### src/rtl/ctrl_pipe_reg.sv
// Parameterised control-bundle pipeline register with stall, flush, post-reset
// clear phase and a saturating count of bubbles delivered to the last stage.
module ctrl_pipe_reg #(
   parameter int             W       = 4,
   parameter int             DEPTH   = 1,
   parameter int             CLR_CYC = 1,
   parameter logic [W-1:0]   BUBBLE  = '0
) (
   input  logic             clk,
   input  logic             reset,
   input  logic             stall,
   input  logic             flush,
   input  logic [W-1:0]     d,
   input  logic             d_valid,
   output logic [W-1:0]     q,
   output logic             q_valid,
   output logic [DEPTH-1:0] stage_valid,
   output logic             busy,
   output logic [7:0]       bubble_cnt
);

   localparam logic [1:0] CLR_INIT = 2'(CLR_CYC);

   logic [DEPTH-1:0][W-1:0] data_q, data_d;
   logic [DEPTH-1:0]        valid_q, valid_d;
   logic [7:0]              cnt_q, cnt_d;
   logic [1:0]              clr_q, clr_d;
   logic [7:0]              cnt_inc;

   assign cnt_inc = (cnt_q == 8'hFF) ? cnt_q : cnt_q + 8'd1;

   always_comb begin
      data_d  = data_q;
      valid_d = valid_q;
      cnt_d   = cnt_q;
      clr_d   = clr_q;
      if (clr_q != 2'd0) begin
         clr_d   = clr_q - 2'd1;
         data_d  = {DEPTH{BUBBLE}};
         valid_d = '0;
      end else if (flush) begin
         data_d  = {DEPTH{BUBBLE}};
         valid_d = '0;
         cnt_d   = cnt_inc;
      end else if (!stall) begin
         // Invalid entries are forced to BUBBLE so stale d never leaks downstream.
         data_d[0]  = d_valid ? d : BUBBLE;
         valid_d[0] = d_valid;
         for (int i = 1; i < DEPTH; i++) begin
            data_d[i]  = data_q[i-1];
            valid_d[i] = valid_q[i-1];
         end
         if (!valid_d[DEPTH-1]) cnt_d = cnt_inc;
      end
   end

   always_ff @(negedge clk) begin
      if (reset) begin
         data_q  <= {DEPTH{BUBBLE}};
         valid_q <= '0;
         cnt_q   <= 8'd0;
         clr_q   <= CLR_INIT;
      end else begin
         data_q  <= data_d;
         valid_q <= valid_d;
         cnt_q   <= cnt_d;
         clr_q   <= clr_d;
      end
   end

   assign q           = data_q[DEPTH-1];
   assign q_valid     = valid_q[DEPTH-1];
   assign stage_valid = valid_q;
   assign busy        = (clr_q != 2'd0);
   assign bubble_cnt  = cnt_q;

endmodule

### config.mk
export PLATFORM = sky130hd
export DESIGN_NAME = ctrl_pipe_reg
export DESIGN_NICKNAME = d
export VERILOG_FILES = /design/src/rtl/ctrl_pipe_reg.sv
export SDC_FILE = /design/constraint.sdc
export NUM_CORES = 1
export LEC_CHECK = 0
export CELL_PAD_IN_SITES_DETAIL_PLACEMENT = 1
export CELL_PAD_IN_SITES_GLOBAL_PLACEMENT = 2
export CORE_ASPECT_RATIO = 1.4
export CORE_MARGIN = 8
export CORE_UTILIZATION = 33
export CTS_CLUSTER_SIZE = 16
export DETAILED_ROUTE_END_ITERATION = 10
export DONT_BUFFER_PORTS = 1
export PLACE_DENSITY = 0.77
export SYNTH_ARGS = -nofsm -noshare
export SYNTH_HDL_FRONTEND = slang
export SYNTH_SLANG_ARGS = --single-unit
### constraint.sdc
create_clock -name clk -period 2 [get_ports clk]
set_clock_uncertainty 0.05 [all_clocks]
set_input_delay 0.4 -clock clk [delete_from_list [all_inputs] [get_ports clk]]
set_output_delay 0.4 -clock clk [all_outputs]
set_load 0.01 [all_outputs]
# Word level (Yosys, flattened, before mapping)
# Index checks and enable logic that the tools add are counted.
[word_totals] register_bits=15 in_bits=9 out_inout_bits=15 elab_cells=18
[op_classes] add_sub_neg=2 eq_ne=3 n_mux=5 bitwise=1 reduce_logical=3
[ops] operator="$mux W8" n=4
[ops] operator="$add A8 B1 Y8 const B" n=1
[ops] operator="$eq A8 B8 Y1 const B" n=1
[ops] operator="$mux W4" n=1
[ops] operator="$reduce_and A3 Y1" n=1
[ops] operator="$reduce_or A3 Y1" n=1
[ops] operator="$ne A2 B1 Y1 const B" n=1
[ops] operator="$ne A2 B2 Y1 const B" n=1
[ops] operator="$reduce_bool A2 Y1" n=1
[ops] operator="$sub A2 B1 Y2 const B" n=1
[ops] operator="$not A1 Y1" n=1

# Depth between registers and ports, before layout
# Gate-level depths: netlist of the first run.
[logic_depth] word_depth=5 depth_mapped=6 depth_no_buf=5

==> results of run 1 <==
[metrics by stage]
| stage | power (mW) | setup slack, ns | util, % | setup TNS (ns) |
|---|---|---|---|---|
| after global routing | 1.17 | -0.439 | 51.1 | -3.58 |
| after CTS | 1.09 | -0.410 | 48.4 | -2.98 |
| after detailed placement | 0.671 | -0.423 | 40.6 | -2.96 |
| after floorplan | 0.598 | -0.390 | - | -2.19 |
| after global placement | 0.661 | -0.399 | 40.6 | -2.75 |
| final | 1.08 | -0.388 | 51.1 | -2.86 |
[layer usage]
layer,routed length (µm),track usage [%]
met5,0,0
met4,41,7.97
met1,641,9.39
met2,946,14.7
met3,246,6.44
[synth_stat cells (all sizes together)]
master	instances
nor2b	1
o31ai	3
xor2	2
or4	3
buf	1
and4	1
mux2i	1
o21ai	2
and3	1
nand4	1
inv	5
o21bai	1
ha	2
dfxtp	15
a21oi	7
nor2	9
or3	3
clkbuf	2
nand3	4
o41ai	1
o311ai	1
o211ai	1
a22oi	4
nand2	4
[kinds of logic after synthesis]
logic type | Yosys count
and+or+nand+nor | 27
AOI/OAI and AO/OA | 20
DFF | 15
buffers and inverters | 8
xor gates and xnor gates | 2
adders and majority gates | 2
muxes | 1
[state kept, by name, summed over array words and instances (netlist names)]
signal      count
bubble_cnt      8
q               4
clr_q           2
q_valid         1
[area by class of cell]
type,count,area (µm²)
Clock buffer,3,22.5
Tap cell,21,26.3
Multi-Input combinational cell,52,420
Sequential cell,15,337
Timing Repair Buffer,11,86.3
Fill cell,223,953
Clock inverter,16,86.3
Inverter,4,17.5
[what timing repair did]
| item | CTS | global route |
|---|---|---|
| pin swaps | 2 | 3 |
| endpoints found under the setup margin | 19 | 19 |
| gates resized for setup | 20 | 14 |
[power by group through the flow]
stage	logic, mW	clock network [mW]	registers (mW)
finish	0.288	0.434	0.356
global route	0.329	0.486	0.359
CTS	0.281	0.448	0.360
detailed placement	0.256	0.0491	0.366
global placement	0.246	0.0491	0.366
floorplan	0.180	0.0491	0.370
[worst max-delay path: stages (launching register included)]
cell	delay, ns
dfxtp_2	0.32
inv_2	0.04
ha_4	0.15
inv_4	0.06
[path summary, 6_finish.rpt]
| path | slack, ns | end | start | depth (start not counted) |
|---|---|---|---|---|
| worst max-delay path | -0.39 | busy | clr_q[1] | 3 |
| worst min register to register | 0.44 | clr_q[1] | clr_q[1] | 2 |
| worst min-delay path | 0.44 | clr_q[1] | clr_q[1] | 2 |
| worst max register to register | 0.26 | bubble_cnt[7] | bubble_cnt[0] | 6 |
==> flow_metrics.tcl, run 1 <==
set metrics [dict create \
    drt-total-wl_um 1880 \
    postCtsSetupRepairBufs 0 \
    yosys_warnings 0 \
    core_area_um2 1950 \
    crit_type "flip-flop to output pin" \
    num_vias 677 \
    violations "negative setup slack" \
    syn_nets 86 \
    p_sw_share_pct 33.7 \
    run_status "complete, but fails checks" \
    synthMuxAreaShare_pct 1.49 \
    ys_seq_area_share_pct 44.8 \
    arrival_ns 1.94 \
    wire_per_inst_um 15.4 \
    syn_to_final_growth_pct 48.5 \
    rsz0062_at_grt "yes" \
    synth_top_family_by_area "simple AND/OR/NAND/NOR gates" \
    place.gp.congestion 0.751 \
    grtUsageTotal_pct 10.1 \
    p_per_area_nw_per_um2 1080 \
    synth_simple_gate_area_share_pct 21.5 \
    clockBufferDepth 2 \
    clock_sinks 15 \
    slew_headroom_pct 77.8 \
    ctsHoldBuffers 0 \
    synth_top_area_share_pct 44.8 \
    ir_worst_vdd_mv 0.542 \
    die_x_um 54.1 \
    power_switching_mw 0.363 \
    drv_cap 0 \
    first_pass_iters 4 \
    ys_types 26 \
    worstPathRequired_ns 1.55 \
    synth_compound_area_share_pct 20.7 \
    seqPwrFrac_pct 33.0 \
    dp_hpwl_um 1330 \
    yosys.area.top_type "dfxtp_1" \
    rows 19 \
    synthCells 75 \
    cp_max_fo 2 \
    placed_area_um2 792 \
    die_h_um 69.3 \
    pwr-share-clk_pct 40.3 \
    n_antenna_cell 0 \
    io_pins 24 \
    die_area_um2 3750 \
    final_cell_count_no_fill 122 \
    leakage_nw 0.429 \
    clk-insertion-delay-late_ns 0.36 \
    synth_area_um2 671 \
    synth_area_per_cell_um2 8.94 \
    worst_pin_slew_ns 0.332 \
    drt_iter0_markers 20 \
    hold_slack_ns 0.445 \
    grt_max_degree 12 \
    hp-class "flip-flop to flip-flop" \
    internal_power_mw 0.715 \
    via_per_inst 5.55 \
    fin_area_um2 996 \
    grt_pass1_vias 722 \
    cts_tree "built" \
    drc 0 \
    synth-xor-area-share_pct 2.61 \
    final_nets 113 \
    drive_gt1_share_pct 48.5 \
    slew_viol_final 0 \
    ant_nets 0 \
    cts-root-buf "clkbuf_4" \
    cts_buffers 3 \
    combPwrFrac_pct 26.7 \
    layout_commonest_cell "inv_1" \
    clkTransAtPathRegs_ns 0.04 \
    setup_slack_ns -0.388 \
    htreeDepth 1 \
    synth-seq-cells 15 \
    hold_violations 0 \
    portBuffers 0 \
    synthAdderAreaFrac_pct 3.73 \
    dpl.cell_count 104 \
    start_util_pct 34.4 \
    worstSetupStartpointType "flip-flop" \
    synth_area_leaders "dfxtp_1, a21oi_1, nor2_1, a22oi_1, ha_1" \
    setup_violations 18 \
    antenna_found_initial 0 \
    final_cell_mix "inv_1, buf_4, nor2_1" \
    gr-total-overflow 0 \
    cp-end-kind "output pin" \
    grt_pass1_wl_um 2970 \
]
Power figures use the tool's default switching activity.
==> inputs of run 2 (changes only) <==
- CTS_CLUSTER_SIZE: 16 -> 25
==> results of run 2 <==
Final layout, timing and power as in run 1 (identical DEF).
